`config.mk`:
```
export PLATFORM = sky130hd
export DESIGN_NAME = cnn_layer_scheduler
export DESIGN_NICKNAME = d
export VERILOG_FILES = /design/src/rtl/cnn_layer_scheduler.sv
export SDC_FILE = /design/constraint.sdc
export NUM_CORES = 1
export LEC_CHECK = 0
export CORE_AREA = 5 5 131 133
export CTS_CLUSTER_SIZE = 25
export DETAILED_ROUTE_END_ITERATION = 10
export DIE_AREA = 0 0 136 138
export PLACE_DENSITY = 0.7
export SKIP_LAST_GASP = 1
export SYNTH_ARGS = -nofsm -noshare
export SYNTH_HDL_FRONTEND = slang
export SYNTH_SLANG_ARGS = --single-unit
```
`constraint.sdc`:
```
create_clock -name clk -period 3.3 [get_ports clk]
set_input_delay 0.495 -clock clk [delete_from_list [all_inputs] [get_ports clk]]
set_output_delay 0.495 -clock clk [all_outputs]
set_load 0.05 [all_outputs]
```
`src/rtl/cnn_layer_scheduler.sv`:
```
// cnn_layer_scheduler: top-level sequencer for the CNN accelerator.
// Runs six layer engines in fixed order (CONV0, CONV1, POOL0, POOL1, FLAT0, FLAT1),
// muxes the shared layer-memory bus to the active engine with one cycle of latency,
// derives the bank select per stage and drives the host busy/ready handshake.
// Optional feature: define STAGE_WATCHDOG_EN to add a per-stage timeout that sets a
// sticky err flag and returns the sequencer to idle.
module cnn_layer_scheduler #(
    parameter int ADDR_W    = 12,
    parameter int DATA_W    = 20,
    parameter int NSTG      = 6,
    parameter int TIMEOUT_W = 16
) (
    input  logic                   clk,
    input  logic                   reset,
    input  logic                   ready,
    output logic                   busy,
    output logic [NSTG-1:0]        stg_start,
    input  logic [NSTG-1:0]        stg_done,
    input  logic [NSTG-1:0]        eng_cwr,
    input  logic [NSTG*ADDR_W-1:0] eng_caddr_wr,
    input  logic [NSTG*DATA_W-1:0] eng_cdata_wr,
    input  logic [NSTG-1:0]        eng_crd,
    input  logic [NSTG*ADDR_W-1:0] eng_caddr_rd,
    output logic                   cwr,
    output logic [ADDR_W-1:0]      caddr_wr,
    output logic [DATA_W-1:0]      cdata_wr,
    output logic                   crd,
    output logic [ADDR_W-1:0]      caddr_rd,
    output logic [2:0]             csel,
    output logic [2:0]             stg_idx,
    output logic                   err
);

    localparam logic [2:0] LAST_IDX = 3'(NSTG - 1);

    typedef enum logic [1:0] {
        ST_IDLE = 2'd0,
        ST_RUN  = 2'd1,
        ST_GAP  = 2'd2
    } state_t;

    state_t              state_r, state_s;
    logic [2:0]          idx_r, idx_s;
    logic                busy_r, busy_s;
    logic [NSTG-1:0]     start_r, start_s;
    logic                cwr_r, cwr_s;
    logic                crd_r, crd_s;
    logic [ADDR_W-1:0]   caddr_wr_r, caddr_wr_s;
    logic [DATA_W-1:0]   cdata_wr_r, cdata_wr_s;
    logic [ADDR_W-1:0]   caddr_rd_r, caddr_rd_s;
    logic [2:0]          csel_r, csel_s;
    logic                done_ok_s;

    // Per-engine views of the flattened bus inputs
    logic [ADDR_W-1:0]   awr_a [NSTG];
    logic [DATA_W-1:0]   dwr_a [NSTG];
    logic [ADDR_W-1:0]   ard_a [NSTG];

`ifdef STAGE_WATCHDOG_EN
    localparam logic [TIMEOUT_W-1:0] WD_LAST = {{(TIMEOUT_W-1){1'b1}}, 1'b0};
    logic [TIMEOUT_W-1:0] wd_cnt_r, wd_cnt_s;
    logic                 err_r, err_s;
`endif

    for (genvar g = 0; g < NSTG; g++) begin : g_unpack
        assign awr_a[g] = eng_caddr_wr[g*ADDR_W +: ADDR_W];
        assign dwr_a[g] = eng_cdata_wr[g*DATA_W +: DATA_W];
        assign ard_a[g] = eng_caddr_rd[g*ADDR_W +: ADDR_W];
    end

    // Bank written by each stage
    function automatic logic [2:0] wr_bank(input logic [2:0] idx);
        case (idx)
            3'd0:    wr_bank = 3'd1;
            3'd1:    wr_bank = 3'd2;
            3'd2:    wr_bank = 3'd3;
            3'd3:    wr_bank = 3'd4;
            3'd4:    wr_bank = 3'd5;
            3'd5:    wr_bank = 3'd5;
            default: wr_bank = 3'd0;
        endcase
    endfunction

    // Bank read by each stage; the CONV stages read no layer bank and park on 0
    function automatic logic [2:0] rd_bank(input logic [2:0] idx);
        case (idx)
            3'd0:    rd_bank = 3'd0;
            3'd1:    rd_bank = 3'd0;
            3'd2:    rd_bank = 3'd1;
            3'd3:    rd_bank = 3'd2;
            3'd4:    rd_bank = 3'd3;
            3'd5:    rd_bank = 3'd4;
            default: rd_bank = 3'd0;
        endcase
    endfunction

    function automatic logic [NSTG-1:0] onehot(input logic [2:0] idx);
        onehot = {{(NSTG-1){1'b0}}, 1'b1} << idx;
    endfunction

    // Next-state, start pulse and bus-mux decisions for the stage sequencer
    always_comb begin
        state_s    = state_r;
        idx_s      = idx_r;
        busy_s     = busy_r;
        start_s    = '0;
        cwr_s      = 1'b0;
        crd_s      = 1'b0;
        caddr_wr_s = caddr_wr_r;
        cdata_wr_s = cdata_wr_r;
        caddr_rd_s = caddr_rd_r;
        csel_s     = csel_r;
        // A done raised while the start pulse is still visible belongs to no stage yet
        done_ok_s  = (start_r == '0) && stg_done[idx_r];
`ifdef STAGE_WATCHDOG_EN
        wd_cnt_s   = wd_cnt_r;
        err_s      = err_r;
`endif
        case (state_r)
            ST_IDLE: begin
                if (ready) begin
                    busy_s  = 1'b1;
                    idx_s   = 3'd0;
                    start_s = onehot(3'd0);
                    state_s = ST_RUN;
`ifdef STAGE_WATCHDOG_EN
                    err_s    = 1'b0;
                    wd_cnt_s = '0;
`endif
                end else begin
                    state_s = ST_IDLE;
                end
            end
            ST_RUN: begin
                // Write wins when an engine strobes both directions
                cwr_s      = eng_cwr[idx_r];
                crd_s      = eng_crd[idx_r] & ~eng_cwr[idx_r];
                caddr_wr_s = awr_a[idx_r];
                cdata_wr_s = dwr_a[idx_r];
                caddr_rd_s = ard_a[idx_r];
                csel_s     = eng_cwr[idx_r] ? wr_bank(idx_r) : rd_bank(idx_r);
`ifdef STAGE_WATCHDOG_EN
                wd_cnt_s   = wd_cnt_r + 1'b1;
`endif
                if (done_ok_s) begin
                    if (idx_r == LAST_IDX) begin
                        busy_s  = 1'b0;
                        state_s = ST_IDLE;
                    end else begin
                        idx_s   = idx_r + 3'd1;
                        state_s = ST_GAP;
                    end
                end else begin
`ifdef STAGE_WATCHDOG_EN
                    if (wd_cnt_r == WD_LAST) begin
                        err_s   = 1'b1;
                        busy_s  = 1'b0;
                        cwr_s   = 1'b0;
                        crd_s   = 1'b0;
                        state_s = ST_IDLE;
                    end else begin
                        state_s = ST_RUN;
                    end
`else
                    state_s = ST_RUN;
`endif
                end
            end
            ST_GAP: begin
                start_s = onehot(idx_r);
                state_s = ST_RUN;
`ifdef STAGE_WATCHDOG_EN
                wd_cnt_s = '0;
`endif
            end
            default: begin
                busy_s  = 1'b0;
                state_s = ST_IDLE;
            end
        endcase
    end

    // State and registered-output update; reset aborts any run immediately
    always_ff @(posedge clk or posedge reset) begin
        if (reset) begin
            state_r    <= ST_IDLE;
            idx_r      <= 3'd0;
            busy_r     <= 1'b0;
            start_r    <= '0;
            cwr_r      <= 1'b0;
            crd_r      <= 1'b0;
            caddr_wr_r <= '0;
            cdata_wr_r <= '0;
            caddr_rd_r <= '0;
            csel_r     <= 3'd0;
`ifdef STAGE_WATCHDOG_EN
            wd_cnt_r   <= '0;
            err_r      <= 1'b0;
`endif
        end else begin
            state_r    <= state_s;
            idx_r      <= idx_s;
            busy_r     <= busy_s;
            start_r    <= start_s;
            cwr_r      <= cwr_s;
            crd_r      <= crd_s;
            caddr_wr_r <= caddr_wr_s;
            cdata_wr_r <= cdata_wr_s;
            caddr_rd_r <= caddr_rd_s;
            csel_r     <= csel_s;
`ifdef STAGE_WATCHDOG_EN
            wd_cnt_r   <= wd_cnt_s;
            err_r      <= err_s;
`endif
        end
    end

    assign busy      = busy_r;
    assign stg_start = start_r;
    assign cwr       = cwr_r;
    assign crd       = crd_r;
    assign caddr_wr  = caddr_wr_r;
    assign cdata_wr  = cdata_wr_r;
    assign caddr_rd  = caddr_rd_r;
    assign csel      = csel_r;
    assign stg_idx   = idx_r;

`ifdef STAGE_WATCHDOG_EN
    assign err = err_r;
`else
    // Without the watchdog nothing can raise err; the term is sized by TIMEOUT_W
    assign err = |{TIMEOUT_W{1'b0}};
`endif

endmodule

```
==> flow_summary.ini <==
[run_status]
status = completed

[pwr]
ir_drop_mv = 0.3541
comb_power_share_pct = 65.5
p_seq_share_pct = 20.6
power_density_nw_per_um2 = 827.2
internal_power_w = 0.003667
p_switching_w = 0.003280
p_clk_share_pct = 14.0
p_sw_share_pct = 47.21
leakage_nw = 3.144

[final_layout]
final_nets = 1015
fillerInstances = 1380
syn_to_final_growth_pct = 85.52
post-route-util_pct = 53.45
layout-drive-gt1-share_pct = 17.12
antenna_cells = 0
stdcell_count = 946

[clock_tree]
clockRootBuffer = clkbuf_16
holdBufCountCts = 0
cts_num_sinks = 61
cts-buffers-inserted = 9
cts_max_path_buffers = 2
ctsResizeCount = 0
cts_tree = yes
htree_levels = 3
clk_pin_slew_ns = 0.06
clk_latency_ns = 0.33
post_cts_buffers = 0

[place]
portBuffers = 343
dp.cells = 930
place_ws_ns = 0.9970
dp_hpwl_mm = 15.63
gp_congestion = 0.8604

[sta]
period_share_pct = 79.33
fin_ws_ns = 0.6823
fmax_ghz = 0.3820
slew_viol_final = 0
rsz0062_at_grt = no
fin_worst_skew_ns = 0.008326
min_period_ns = 2.618
tns_ns = 0
hold_viol = 0
setup_viol_count_final = 0
relSlewSlack_pct = 22.64
worst_pin_slew_ns = 1.160

[global_routing]
grt_max_degree = 62
grt.total_usage_pct = 20.36
grt_overflow = 0
grt_pass1_vias = 5412
antenna_found_initial = 0
grt_pass1_wl_mm = 29.99

[worst_setup_path]
startpoint_type = register
worstSetupPathType = reg -> out
cpPeakStageDelay_ns = 0.94
crit_path_start = stg_idx[1]$_DFFE_PP0P_
worstRegToRegCells = 4
crit_cells = 1
critPathCapture = stg_idx[1]
timing.rr.end = cdata_wr[15]$_DFFE_PP0N_
cp.required_ns = 2.80
worstPathCellList = clkdlybuf4s50_1
crit_buf_inv = 1
cp-end-kind = output port
crit_family = buffers and inverters
r2r_setup_slack_ns = 1.01
worstPathMaxFanout = 27
reg2reg_from = stg_idx[0]$_DFFE_PP0P_
worstPathArrival_ns = 2.12
critical_path.slowest_cell = clkdlybuf4s50_1

[floorplanning]
dieArea_sq_um = 18770
core-area_sq_um = 15710
pin_count = 345
initial_core_util_pct = 28.81
chipHeight_um = 138
die_w_um = 136
rows = 46

[route]
vias = 4818
via_per_inst = 5.093
postRouteWirelength_mm = 19.70
drt_first_pass_iters = 4
drc = 0
wl_per_cell_um = 20.82
drtIter0Drc = 288
drt.antenna.violating_nets = 0

[yosys]
synth_top_area_cell = dfrtp_1
synth_cells = 404
synthArstFlopShare_pct = 100.0
synthTopCellsByCount = 101 x nor2_1, 61 x dfrtp_1, 47 x mux2_2
synth_nets = 694
synth_xor_area_share_pct = 0
yosys-top-cells-area = dfrtp_1 34%, mux4_2 23%, mux2_2 12%
yosys.area_share.simple_pct = 11.50
synth_edf_count = 0
synth-main-ff-cell = dfrtp_1
synth_top_family_by_area = multiplexers
synth_top_area_share_pct = 33.72
synth_fa_ha_area_share_pct = 1.382
yosys-mux-area-fraction_pct = 35.82
synth_area_sq_um = 4527
synth_compound_area_share_pct = 11.80
synth-seq-cells = 61
ys_warn_count = 0
yosysUniqueCellTypes = 40
avgSynthCellArea_sq_um = 11.21
yosysSeqAreaShare_pct = 33.72
synth_most_common_cell = nor2_1

[min_path]
min-delay-path-class = reg -> reg

[flow_run]
drv_cap = 0
## cells in the final DEF, fill, tap and decap left out, drive strengths merged, types with 2 or more instances in the layout
cell type	instances
clkdlybuf4s50	343
nor2	101
dfrtp	61
mux2	47
mux4	47
a221oi	44
inv	11
clkbuf	9
buf	8
nand2	6
o21ai	5
ha	5
nand3	4
nand2b	4
mux2i	3
nor3	3
nor2b	2
and2	2
a21o	2
a31oi	2
nor4	2
o22ai	2
a22oi	2
clkinv	2
## worst min-delay path by stage
stage / endpoint / start / depth (start not counted) / slack [ns]
final: csel[0]$_DFFE_PP0N_ / csel[0]$_DFFE_PP0N_ / 2 / 0.50
after global placement: csel[0]$_DFFE_PP0N_ / csel[0]$_DFFE_PP0N_ / 2 / 0.47
after detailed placement: csel[0]$_DFFE_PP0N_ / csel[0]$_DFFE_PP0N_ / 2 / 0.50
after CTS: csel[0]$_DFFE_PP0N_ / csel[0]$_DFFE_PP0N_ / 2 / 0.51
after floorplan: stg_start[0]$_DFF_PP0_ / state_r[0]$_DFF_PP0_ / 1 / 0.49
after global routing: caddr_rd[6]$_DFFE_PP0N_ / caddr_rd[6]$_DFFE_PP0N_ / 2 / 0.53
## per-layer routing
| metal | global-route usage, % | part of all wire (%) |
|---|---|---|
| met1 | 22.50 | 36 |
| met3 | 7.003 | 10 |
| met5 | 0 | 0 |
| met2 | 37.18 | 51 |
| met4 | 4.828 | 1.9 |
## tightest hold or removal path, stage by stage, from the launching register on
cell	delay, ns
dfrtp_1	0.35
nand2_1	0.05
o21ai_0	0.07
## kinds of logic (layout without fill, tap and decap cells)
group,Yosys count,count (layout)
AOI/OAI and AO/OA,65,65
adders and majority gates,5,5
buffers and inverters,48,374
DFF,61,61
muxes,97,97
other,1,1
and+or+nand+nor,127,127
## sequential cells by signal (all words and copies together), names as in the netlist
name	flops
state_r	2
caddr_rd	12
stg_idx	3
cdata_wr	20
caddr_wr	12
csel	3
busy	1
stg_start	6
crd	1
cwr	1
## power groups by stage
stage,combinational (W),clock (W),sequential [W]
2_1_floorplan,0.00215,0,0.00240
3_3_place_gp,0.00450,0,0.00143
3_5_place_dp,0.00457,0,0.00145
4_1_cts,0.00458,0.000990,0.00144
5_1_grt,0.00484,0.00103,0.00149
6_report,0.00455,0.000970,0.00143
## through the flow
stage	area, sq um	power (W)	hold slack, ns
after CTS	8398	0.007009	0.5115
after floorplan	4527	0.004558	0.4910
after global placement	8094	0.005932	0.4705
after global routing	8398	0.007357	0.5343
after detailed placement	8094	0.006011	0.4975
final	8398	0.006947	0.5024
## layout make-up
type / instances / area, sq um / area share, %
sequential: 61 / 1531 / 18.24
tap: 216 / 270.3 / 3.218
multi-input combinational: 295 / 2760 / 32.87
clock inverter: 7 / 78.83 / 0.9386
clock buffer: 9 / 225.2 / 2.682
inverter: 7 / 26.28 / 0.3129
timing repair buffer: 351 / 3506 / 41.75
(Power assumes the default switching activity.)
